`src/rtl/fp_div_seq.sv`:
```
// fp_div_seq: initiator for an iterative FP divide unit (start/done).
// Accepts requests on a valid/ready channel and pulses unit_start_o.
// It holds the operands stable while the unit works and waits for done.
// The result, flags and tag are returned on a valid/ready response
// channel. A watchdog answers with a qNaN/NV response if done never comes.
// Ports:
//   clk_i, reset_i                 clock, async active-high reset
//   req_valid_i/ready_o, req_*     request channel (a, b, rnd, tag)
//   unit_start_o, unit_a/b/rnd_o   launch pulse and operands to unit
//   unit_done_i, unit_result/flags done pulse and payload from unit
//   rsp_valid_o/ready_i, rsp_*     response (result, flags, tag, timeout)
//   busy_o                         an operation is in flight
// Optional: define FP_DIV_SEQ_PREFETCH_EN to add a one-entry request
// buffer that is filled while an operation is in progress.

package fp_div_seq_pkg;
   typedef enum logic [1:0] {FP32, FP64, FP16, BF16} fp_format_e;

   function automatic int unsigned fp_width(fp_format_e f);
      unique case (f)
         FP64:       return 64;
         FP16, BF16: return 16;
         default:    return 32;
      endcase
   endfunction

   function automatic logic [63:0] fp_qnan(fp_format_e f);
      unique case (f)
         FP64:    return 64'h7FF8_0000_0000_0000;
         FP16:    return 64'h7E00;
         BF16:    return 64'h7FC0;
         default: return 64'h7FC0_0000;
      endcase
   endfunction
endpackage

module fp_div_seq
   import fp_div_seq_pkg::*;
#(
   parameter fp_format_e  FP_FORMAT   = FP32,
   parameter int unsigned TAG_W       = 4,
   parameter int unsigned TIMEOUT_CYC = 64,
   localparam int unsigned FP_WIDTH   = fp_width(FP_FORMAT)
) (
   input  logic                clk_i,
   input  logic                reset_i,
   input  logic                req_valid_i,
   output logic                req_ready_o,
   input  logic [FP_WIDTH-1:0] req_a_i,
   input  logic [FP_WIDTH-1:0] req_b_i,
   input  logic [2:0]          req_rnd_i,
   input  logic [TAG_W-1:0]    req_tag_i,
   output logic                unit_start_o,
   output logic [FP_WIDTH-1:0] unit_a_o,
   output logic [FP_WIDTH-1:0] unit_b_o,
   output logic [2:0]          unit_rnd_o,
   input  logic                unit_done_i,
   input  logic [FP_WIDTH-1:0] unit_result_i,
   input  logic [4:0]          unit_flags_i,
   output logic                rsp_valid_o,
   input  logic                rsp_ready_i,
   output logic [FP_WIDTH-1:0] rsp_result_o,
   output logic [4:0]          rsp_flags_o,
   output logic [TAG_W-1:0]    rsp_tag_o,
   output logic                rsp_timeout_o,
   output logic                busy_o
);

   localparam int unsigned CNT_W = $clog2(TIMEOUT_CYC);
   localparam logic [CNT_W-1:0] CNT_MAX = CNT_W'(TIMEOUT_CYC - 1);
   localparam logic [FP_WIDTH-1:0] QNAN = FP_WIDTH'(fp_qnan(FP_FORMAT));
   localparam logic [4:0] NV_FLAG = 5'b10000;

   typedef enum logic [1:0] {IDLE, LAUNCH, WAIT, HOLD} state_e;

   state_e state, next_state;

   logic [FP_WIDTH-1:0] op_a, op_b;
   logic [2:0]          op_rnd;
   logic [TAG_W-1:0]    op_tag;
   logic [CNT_W-1:0]    cnt;
   logic [FP_WIDTH-1:0] res;
   logic [4:0]          flags;
   logic                timeout;
   logic                expire;

`ifdef FP_DIV_SEQ_PREFETCH_EN
   logic                buf_full;
   logic [FP_WIDTH-1:0] buf_a, buf_b;
   logic [2:0]          buf_rnd;
   logic [TAG_W-1:0]    buf_tag;
`endif

   assign expire        = (cnt == CNT_MAX);
   assign busy_o        = (state != IDLE);
   assign unit_a_o      = op_a;
   assign unit_b_o      = op_b;
   assign unit_rnd_o    = op_rnd;
   assign rsp_result_o  = res;
   assign rsp_flags_o   = flags;
   assign rsp_tag_o     = op_tag;
   assign rsp_timeout_o = timeout;

   always_ff @(posedge clk_i or posedge reset_i) begin
      if (reset_i) state <= IDLE;
      else         state <= next_state;
   end

   always_comb begin
      next_state   = state;
      req_ready_o  = 1'b0;
      unit_start_o = 1'b0;
      rsp_valid_o  = 1'b0;
      unique case (state)
         IDLE: begin
            req_ready_o = 1'b1;
            if (req_valid_i) next_state = LAUNCH;
         end
         LAUNCH: begin
            unit_start_o = 1'b1;
            next_state   = WAIT;
         end
         WAIT: begin
            if (unit_done_i || expire) next_state = HOLD;
         end
         HOLD: begin
            rsp_valid_o = 1'b1;
            if (rsp_ready_i) begin
               next_state = IDLE;
`ifdef FP_DIV_SEQ_PREFETCH_EN
               // Pending work launches directly without passing IDLE.
               if (buf_full || req_valid_i) next_state = LAUNCH;
`endif
            end
         end
         default: next_state = IDLE;
      endcase
`ifdef FP_DIV_SEQ_PREFETCH_EN
      if (state != IDLE) req_ready_o = !buf_full;
`endif
   end

   always_ff @(posedge clk_i or posedge reset_i) begin
      if (reset_i) begin
         op_a    <= '0;
         op_b    <= '0;
         op_rnd  <= '0;
         op_tag  <= '0;
         cnt     <= '0;
         res     <= '0;
         flags   <= '0;
         timeout <= 1'b0;
      end else begin
         unique case (state)
            IDLE: begin
               if (req_valid_i) begin
                  op_a   <= req_a_i;
                  op_b   <= req_b_i;
                  op_rnd <= req_rnd_i;
                  op_tag <= req_tag_i;
               end
            end
            LAUNCH: cnt <= '0;
            WAIT: begin
               // Saturate so the counter can never wrap.
               if (!expire) cnt <= cnt + CNT_W'(1);
               // done has priority over a coincident expiry.
               if (unit_done_i) begin
                  res     <= unit_result_i;
                  flags   <= unit_flags_i;
                  timeout <= 1'b0;
               end else if (expire) begin
                  res     <= QNAN;
                  flags   <= NV_FLAG;
                  timeout <= 1'b1;
               end
            end
            HOLD: begin
`ifdef FP_DIV_SEQ_PREFETCH_EN
               if (rsp_ready_i) begin
                  if (buf_full) begin
                     op_a   <= buf_a;
                     op_b   <= buf_b;
                     op_rnd <= buf_rnd;
                     op_tag <= buf_tag;
                  end else if (req_valid_i) begin
                     op_a   <= req_a_i;
                     op_b   <= req_b_i;
                     op_rnd <= req_rnd_i;
                     op_tag <= req_tag_i;
                  end
               end
`endif
            end
            default: ;
         endcase
      end
   end

`ifdef FP_DIV_SEQ_PREFETCH_EN
   // A request taken on the response handshake goes straight to the
   // capture registers, so the buffer only fills when no launch follows.
   always_ff @(posedge clk_i or posedge reset_i) begin
      if (reset_i) begin
         buf_full <= 1'b0;
         buf_a    <= '0;
         buf_b    <= '0;
         buf_rnd  <= '0;
         buf_tag  <= '0;
      end else if (state == HOLD && rsp_ready_i) begin
         buf_full <= 1'b0;
      end else if (state != IDLE && req_valid_i && !buf_full) begin
         buf_full <= 1'b1;
         buf_a    <= req_a_i;
         buf_b    <= req_b_i;
         buf_rnd  <= req_rnd_i;
         buf_tag  <= req_tag_i;
      end
   end
`endif

endmodule

```
`config.mk`:
```
export PLATFORM = sky130hd
export DESIGN_NAME = fp_div_seq
export DESIGN_NICKNAME = d
export VERILOG_FILES = /design/src/rtl/fp_div_seq.sv
export SDC_FILE = /design/constraint.sdc
export NUM_CORES = 1
export LEC_CHECK = 0
export ABC_AREA = 0
export BUFFER_PORTS_ARGS = -buffer_cell sky130_fd_sc_hd__buf_4
export CAP_MARGIN = 10
export CELL_PAD_IN_SITES_DETAIL_PLACEMENT = 1
export CELL_PAD_IN_SITES_GLOBAL_PLACEMENT = 1
export CORE_AREA = 2 2 155 97
export CTS_CLUSTER_DIAMETER = 150
export DETAILED_ROUTE_END_ITERATION = 6
export DIE_AREA = 0 0 157 99
export GPL_TIMING_DRIVEN = 0
export PLACE_DENSITY = 0.77
export SLEW_MARGIN = 20
export SYNTH_ARGS = -nofsm -noshare
export SYNTH_HDL_FRONTEND = slang
export SYNTH_SLANG_ARGS = --single-unit
```
`constraint.sdc`:
```
create_clock -name clk_i -period 4 [get_ports clk_i]
set_input_delay 1 -clock clk_i [delete_from_list [all_inputs] [get_ports clk_i]]
set_output_delay 1 -clock clk_i [all_outputs]
set_load 0.005 [all_outputs]
```
; Word-level counts from Yosys, hierarchy flattened
; Cells that the tools add are included.
[totals]
out_inout_bits = 113
register_bits = 117
in_bits = 113
[classes]
addsub = 1
eq_ne = 8
reduce_logical = 9
muxes = 15
[op_table]
columns = cell, n
row1 = two-way mux 32 bit, 2
row2 = one-hot mux 6 bit (2 select lines), 1
row3 = two-way mux 5 bit, 2
row4 = "inequality test 2 bit, second input constant", 4
row5 = one-hot mux 2 bit (4 select lines), 1
row6 = "adder 6 x 1 -> 6 bit, second input constant", 1
row7 = "== test 6 bit, second input constant", 1
row8 = two-way mux 2 bit, 3
row9 = two-way mux 6 bit, 1
row10 = AND reduction 2 bit, 3
row11 = nonzero test 2 bit, 3
row12 = two-way mux 1 bit, 5
row13 = "== test 2 bit, second input constant", 2
row14 = AND reduction 3 bit, 1
row15 = "== test 2 x 1 -> 1 bit, second input constant", 1
row16 = zero test 2 bit, 1
row17 = logical OR 1 bit, 1

; Depth between registers and ports, before layout
; Gate-level depths: netlist (run 1).
[logic_depth]
depth_word = 4
ltp_mapped = 6
depth_no_buf = 5

; Worst setup path after synthesis (run 1)
; OpenSTA, ideal clock, no wires.
[synth_timing]
kind = input-to-reg
from = input req_valid_i
to = register op_tag[0], in the netlist rsp_tag_o[0]
slack_ns = 2.014
t_required_ns = 3.875
path_stages = 3
t_arrival_ns = 1.861
n_path_buf = 1
cell_sequence = nand2_1 -> buf_1 -> mux2_2
[synth_via]
elab_chain_len = 1
[synth_rtl]
columns = element, line_no
row1 = from (decl), 47  ; input logic req_valid_i,
row2 = AND reduction 2 bit (no line), -
row3 = to (signal assigned), 160  ; op_tag <= req_tag_i;
row4 = to (decl), 80  ; logic [TAG_W-1:0] op_tag;
; No other way between the ends.
; A chain may end at the register's enable or synchronous reset.

; Worst setup path in the final report (run 1)
[layout_timing]
from = register state[1]
to = output busy_o
[layout_via]
elab_chain_len = 1
[layout_rtl]
columns = element, line_no
row1 = from (decl), 76  ; state_e state, next_state;
row2 = from (signal assigned), 106  ; else state <= next_state;
row3 = nonzero test 2 bit, 95  ; assign busy_o = (state != IDLE);
row4 = to (decl), 66  ; output logic busy_o
; No other way between the ends.

==> summary.md, run 1 <==
| Metric | Value |
|---|---|
| GR Util All Layers | `0.175` |
| Root Buffer | `clkbuf_16` |
| Final period util | `0.585` |
| Fin. Hold Viols | `0` |
| Crit-path leading delay family | `flip-flops` |
| Sw Share | `0.293` |
| Syn_nets | `406` |
| Logic pwr share | `0.372` |
| Seq/Total Area, Yosys | `0.661` |
| Max-cap viol count | `0` |
| Most common cell in the netlist | `dfrtp_1` |
| Synthesized flop and latch total | `117` |
| Final worst-path setup slack | `1660 ps` |
| DRC Markers | `0` |
| Post-Syn Instances | `288` |
| CP arrival | `1340 ps` |
| Clock network power share | `0.259` |
| H-tree Lvls | `4` |
| Final wirelength | `13300 um` |
| Post-route ant nets | `0` |
| Slew HR | `0.582` |
| Critical Path Fanout Max | `5` |
| CP max stage delay | `~410 ps` |
| Die width | `157 um` |
| Crit-path most repeated cell | `inv_1` |
| RD Place Congestion | `roughly 0.75` |
| HP Class | `register to register` |
| Fillcell total | `1450` |
| Post-synth cell types | `28` |
| Site Rows | `34` |
| Worst Path Buf+Inv | `3` |
| Clk Latency, worst-skew pair | `400 ps` |
| Initial Util | `0.314` |
| Max Fclk | `0.428 GHz` |
| Fin nets | `653` |
| Largest cells by area after synthesis | `dfrtp_1 (66%), mux2_2 (16%), a22o_1 (5.3%)` |
| CP Depth | `4` |
| Mapped Avg Cell Area | `15.4 sq um` |
| Yosys top cell by area | `dfrtp_1` |
| Pwr/cell area | `819 nW/um^2` |
| Number of synthesis warnings | `0` |
| CTS Sinks | `around 120` |
| PortBufs | `225` |
| Core Area | `14100 sq um` |
| Largest net degree at the start of global routing | `34` |
| DP HPWL | `10200 um` |
| Global-route wire length before repair | `about 21000 um` |
| Type of destination of the critical path | `primary output` |
| Num ports | `226` |
| Vias in the first global route | `3801` |
| FF+latch area | `approximately 2900 sq um` |
| Fin Setup TNS | `0 ps` |
| NetSw | `1.68 mW` |
| Setup WS pre-CTS | `1390 ps` |
| Most frequent cells after synthesis | `dfrtp_1 (117), mux2_2 (63), a22o_1 (27)` |
| Placed insts | `714` |
| Synth async-reset ratio | `1.00` |
| Die height | `99 um` |
| Pwr Total | `5.74 mW` |
| CTS tree | `built` |
| Startpoint types | `register` |
| DRT Pass-1 Iters | `4` |
| Post-synth top area share | `0.661` |
| Cts bufs inserted | `17` |
| Fin cells | `744` |
| Grt ovf | `0` |
| Number of synthesized flops with an enable pin | `0` |
| Worst EP required | `3000 ps` |
| Synth Flop Type | `dfrtp_1` |
| Status | `complete, no violations` |
| Worst hold path stage count | `1` |
| Routed len/inst | `~18 um` |
| CP Class | `register to primary output` |
| Maximum resistive drop on vdd | `289 uV` |
| Post-cts gate resize count | `0` |
| Multi-input gate area | `1410 sq um` |
| Setup Fix Bufs, Post-CTS | `0` |
| Via total after detailed routing | `3400` |
| Final slew viol count | `0` |
| RSZ-0062 raised after global routing | `no` |
| Layout cells sized above 1 | `0.601` |
| Hold Buf Count CTS | `0` |
| Seq pwr share | `0.369` |
| Area Growth Syn to Fin | `58.4%` |
| Crit path cell chain | `inv_1 -> ha_1 -> inv_1 -> buf_4` |
| Worst path slowest cell | `dfrtp_1` |
| Die area | `15500 sq um` |
| Post-Syn Area | `between 4000 and 5000 sq um` |
| DR iter-0 viols | `between 100 and 150` |
| Final-report setup violation count | `0` |
| Clock transition at path regs | `50 ps` |
| Max Clock Skew | `8.04 ps` |
| Final Critical Period | `2340 ps` |
| Vias per Instance | `4.57` |
| Initial antenna violation count | `0` |
| Internal | `4.06 mW` |
| Worst Reg-to-Reg Cells | `5` |
| Clk buf depth | `2` |
| Leak | `3.41 nW` |
| Worst slew pin tran | `between 600 and 700 ps` |
| Ant diodes | `0` |
[final timing paths]
path,end,startpoint,slack [ps]
min reg2reg,rsp_result_o[30]$_DFFE_PP0P_,rsp_result_o[30]$_DFFE_PP0P_,490
max reg2reg,unit_b_o[8]$_DFFE_PP0P_,state[1]$_DFFE_PP0P_,1750
max,busy_o,state[1]$_DFFE_PP0P_,1660
max in group asynchronous,rsp_result_o[14]$_DFFE_PP0P_,reset_i,2790
min,rsp_result_o[30]$_DFFE_PP0P_,rsp_result_o[30]$_DFFE_PP0P_,490
min in group asynchronous,unit_a_o[29]$_DFFE_PP0P_,reset_i,660
[power by group through the flow]
stage | clock network [mW] | registers, mW | logic (mW)
after floorplan | 0 | 2.11 | 0.878
after global placement | 0 | 2.08 | 2.07
after detailed placement | 0 | 2.13 | 2.17
after CTS | 1.52 | 2.12 | 2.18
after global routing | 1.59 | 2.20 | 2.32
final | 1.49 | 2.12 | 2.13
[worst register-to-register path: cells and delay by family, from the launching register on]
kind          cells  cell delay [ps]
fa+ha+maj         1              240
buf+inv           2              640
flops             1              400
mux               1              410
simple gates      1              440
[stage by stage]
step | utilization | instance area [sq um] | hold slack (ps)
global route | 0.498 | 7010 | 511
global placement | 0.452 | 6370 | 472
detailed placement | 0.456 | 6430 | 484
floorplan | - | 4430 | 472
finish | 0.498 | 7010 | 490
CTS | 0.498 | 7010 | 498
[cells in the final DEF (no fill, tap or decap), types with 4 or more instances in the layout]
master      Yosys  routed
clkbuf_16       0      17
o22a_1         10      10
clkbuf_1        8       8
a22o_1         27      27
dfrtp_1       117     117
buf_4           0     225
mux2_2         63      63
inv_1           8       7
nand2_1         5       5
clkinvlp_4      0       4
clkbuf_8        0       4
mux2_1          8       8
a21oi_1         5       5
ha_1            5       5
clkinv_2        0       4
[cell families (layout without fill, tap and decap cells)]
group | count (synthesis) | after routing | share of synthesized area
AO/OA/AOI/OAI | 53 | 53 | 0.0981
adder cells (fa/ha/maj) | 5 | 5 | 0.0141
buffers and inverters | 22 | 280 | 0.0195
flip-flops | 117 | 117 | 0.661
multiplexers | 72 | 72 | 0.184
AND/OR/NAND/NOR | 19 | 19 | 0.0229
[flip-flops by register name (all words and copies together), names as in the netlist]
register	cells
rsp_result_o	32
unit_rnd_o	3
rsp_timeout_o	1
rsp_flags_o	5
unit_b_o	32
state	2
unit_a_o	32
rsp_tag_o	4
cnt	6
[metal layers]
| metal | global-route usage | part of all wire | up-vias |
|---|---|---|---|
| met3 | 0.0783 | 0.093 | 13 |
| li1 | - | - | 1540 |
| met1 | 0.206 | 0.41 | 1702 |
| met4 | 0.0565 | 0.014 | 0 |
| met5 | 0 | 0 | - |
| met2 | 0.287 | 0.48 | 145 |
[area by class of cell]
cell class                 count  area share
sequential                   117       0.418
buffer                        14     0.00803
tap                          198      0.0353
timing repair buffer         228       0.250
clock inverter                 9      0.0146
inverter                       8     0.00482
clock buffer                  21      0.0685
multi-input combinational    149       0.201
No activity file was read; power rests on OpenSTA's default activity.
==> run 2, diff against run 1 <==
--- a/config.mk
+++ b/config.mk
@@ -10,12 +10,12 @@
 export CAP_MARGIN = 10
 export CELL_PAD_IN_SITES_DETAIL_PLACEMENT = 1
 export CELL_PAD_IN_SITES_GLOBAL_PLACEMENT = 1
-export CORE_AREA = 2 2 155 97
+export CORE_AREA = 2 2 149 93
 export CTS_CLUSTER_DIAMETER = 150
 export DETAILED_ROUTE_END_ITERATION = 6
-export DIE_AREA = 0 0 157 99
+export DIE_AREA = 0 0 151 95
 export GPL_TIMING_DRIVEN = 0
-export PLACE_DENSITY = 0.77
+export PLACE_DENSITY = 0.79
 export SLEW_MARGIN = 20
 export SYNTH_ARGS = -nofsm -noshare
 export SYNTH_HDL_FRONTEND = slang
==> constraint.sdc (replaced) <==
create_clock -name clk_i -period 2.3 [get_ports clk_i]
set_input_delay 0.575 -clock clk_i [delete_from_list [all_inputs] [get_ports clk_i]]
set_output_delay 0.575 -clock clk_i [all_outputs]
set_load 0.005 [all_outputs]
==> run 2 against run 1 <==
Global-route usage increased by 0.13 points. Cell count decreased by 3.0%. Clock power increased by 87%. Sequential share of layout area decreased by 0.082 points. Non-clock buffer count unchanged. Power increased by 77%. Wire length decreased by 5.4%. Count of clock-buffer cells in the layout decreased by 2. Critical path type is now register to register.
==> summary.md, run 2 (same netlist as run 1, synthesis figures left out) <==
| Metric | Value |
|---|---|
| Max Clock Skew | `6.58 ps (-1.45 ps)` |
| Flop-to-flop setup slack | `160 ps (-1590 ps)` |
| Post-route ant nets | `0 (unchanged)` |
| Clk buf depth | `2 (unchanged)` |
| Startpoint types | `register` |
| Site Rows | `33 (-2.9%)` |
| Layout cells sized above 1 | `0.605 (+0.00439)` |
| Clk Latency, worst-skew pair | `400 ps (about the same)` |
| Routed len/inst | `17.4 um (-2.5%)` |
| Max-cap viol count | `0 (unchanged)` |
| NetSw | `2.93 mW (+74%)` |
| CP arrival | `2420 ps (+1080 ps)` |
| Max Fclk | `0.467 GHz` |
| Met2 wire length | `6150 um (-3.7%)` |
| Final wirelength | `12600 um (-5.4%)` |
| CP Class | `register to register` |
| Worst EP required | `2580 ps (-420 ps)` |
| GR Util All Layers | `0.176 (+0.00125)` |
| Global-route wire length before repair | `19100 um (-7.7%)` |
| Grt ovf | `0 (unchanged)` |
| Most common cell after layout, fill and taps aside | `buf_4` |
| Sw Share | `0.289 (-0.00439)` |
| DP HPWL | `9740 um (-4.2%)` |
| Slew HR | `0.603 (+0.0210)` |
| Fin Setup TNS | `0 ps (unchanged)` |
| CTS Sinks | `117 (unchanged)` |
| Setup WS pre-CTS | `59.4 ps (-1330 ps)` |
| Core Area | `13100 sq um (-6.8%)` |
| Initial antenna violation count | `0 (unchanged)` |
| Largest net degree at the start of global routing | `34 (unchanged)` |
| RSZ-0062 raised after global routing | `no` |
| Worst slew pin tran | `595 ps (-32.8 ps)` |
| Cts bufs inserted | `17 (unchanged)` |
| Worst path slowest cell | `buf_1` |
| Die height | `95 um (-4.0%)` |
| RR Endpoint | `unit_a_o[24]$_DFFE_PP0P_` |
| Maximum resistive drop on vdd | `551 uV (+91%)` |
| Fin nets | `653 (unchanged)` |
| Placed insts | `691 (-3.2%)` |
| DRC Markers | `0 (unchanged)` |
| Pwr/cell area | `1440 nW/um^2 (+76%)` |
| Internal | `7.21 mW (+78%)` |
| H-tree Lvls | `4 (unchanged)` |
| Worst Reg-to-Reg Cells | `5 (unchanged)` |
| Final-report setup violation count | `0 (unchanged)` |
| Die width | `151 um (-3.8%)` |
| Final slew viol count | `0 (unchanged)` |
| Crit path cell chain | `inv_1 -> ha_1 -> nand2_1 -> buf_1 -> mux2_2` |
| Type of destination of the critical path | `register` |
| Fin cells | `722 (-3.0%)` |
| Area Growth Syn to Fin | `58.7%` |
| Top Metal Used | `met4` |
| PortBufs | `225 (unchanged)` |
| Ant diodes | `0 (unchanged)` |
| Seq pwr share | `0.361 (-0.008)` |
| Clock network power share | `0.274 (+0.015)` |
| Final period util | `0.931` |
| Die area | `14300 sq um (-7.7%)` |
| Num ports | `226 (unchanged)` |
| DR WL met3 | `961 um (-22%)` |
| CTS tree | `built` |
| DR iter-0 viols | `44 (-66%)` |
| Final worst-path setup slack | `158 ps (-1500 ps)` |
| CP max stage delay | `510 ps (+100 ps)` |
| Via total after detailed routing | `3368 (-0.94%)` |
| Vias per Instance | `4.66 (+2.1%)` |
| Status | `complete, no violations` |
| HP Class | `primary input to asynchronous set/reset pin` |
| Initial Util | `0.337 (+0.0228)` |
| DRT Pass-1 Iters | `4 (unchanged)` |
| Leak | `3.44 nW (+0.61%)` |
| Logic pwr share | `0.364 (-0.008)` |
| Worst Path Buf+Inv | `2 (-1)` |
| Root Buffer | `clkbuf_16` |
| Fin. Hold Viols | `0 (unchanged)` |
| Crit-path leading delay family | `buffers and inverters` |
| Vias in the first global route | `3655 (-3.8%)` |
| Clock transition at path regs | `60 ps (about the same)` |
| Hold Buf Count CTS | `0 (unchanged)` |
| Most frequent cells in the layout | `buf_4 (225), dfrtp_1 (117), mux2_2 (63)` |
| Final Critical Period | `2140 ps` |
| RD Place Congestion | `0.812 (+8.8%)` |
| Met1 wire length | `5390 um (-1.9%)` |
| Critical Path Fanout Max | `10 (+5)` |
| Placement-stage cell area | `6400 sq um (-0.45%)` |
| Worst R2R Start | `state[0]$_DFFE_PP0P_` |
| Design Area, Final | `7020 sq um (+0.20%)` |
==> run 2: how the worst max path moves through the flow <==
stage,cells past startpoint,start,endpoint
6_report,5,state[0]$_DFFE_PP0P_,unit_a_o[24]$_DFFE_PP0P_
5_1_grt,5,state[1]$_DFFE_PP0P_,unit_b_o[13]$_DFFE_PP0P_
4_1_cts,5,state[0]$_DFFE_PP0P_,unit_a_o[14]$_DFFE_PP0P_
3_5_place_dp,5,state[0]$_DFFE_PP0P_,unit_a_o[14]$_DFFE_PP0P_
3_3_place_gp,2,reset_i,rsp_flags_o[2]$_DFFE_PP0P_
2_1_floorplan,1,reset_i,cnt[0]$_DFFE_PP0P_
==> run 2: power groups by stage <==
stage	logic (mW)	clock network (mW)	registers [mW]
6_report	3.69	2.78	3.66
5_1_grt	4.03	2.95	3.79
4_1_cts	3.77	2.85	3.67
3_5_place_dp	3.77	0	3.68
3_3_place_gp	3.59	0	3.61
2_1_floorplan	1.53	0	3.67
==> run 2: per-layer routing <==
metal | track usage | vias up
met5 | 0 | -
met4 | 0.0576 | 0
met3 | 0.0623 | 8
met2 | 0.284 | 139
met1 | 0.223 | 1677
li1 | - | 1544
==> run 2: per-stage QoR <==
step	util	power, mW	hold slack, ps
3_5_place_dp	0.487	7.45	479
4_1_cts	0.535	10.3	250
6_report	0.535	10.1	253
2_1_floorplan	-	5.19	472
5_1_grt	0.535	10.8	273
3_3_place_gp	0.483	7.20	473
==> run 2: final cells by class <==
cell class	instances	area [sq um]
fillers	1363	6110
flip-flops and latches	117	2930
repair buffers	228	1750
multi-input cells	149	1410
clock buffers	19	443
well taps	175	219
clock inverters	12	179
plain buffers	14	60.1
inverters	8	33.8
==> run 2: timing repair <==
item,CTS,global route
buffers inserted,0,0
setup endpoints to repair,0,20
resized for setup,0,5
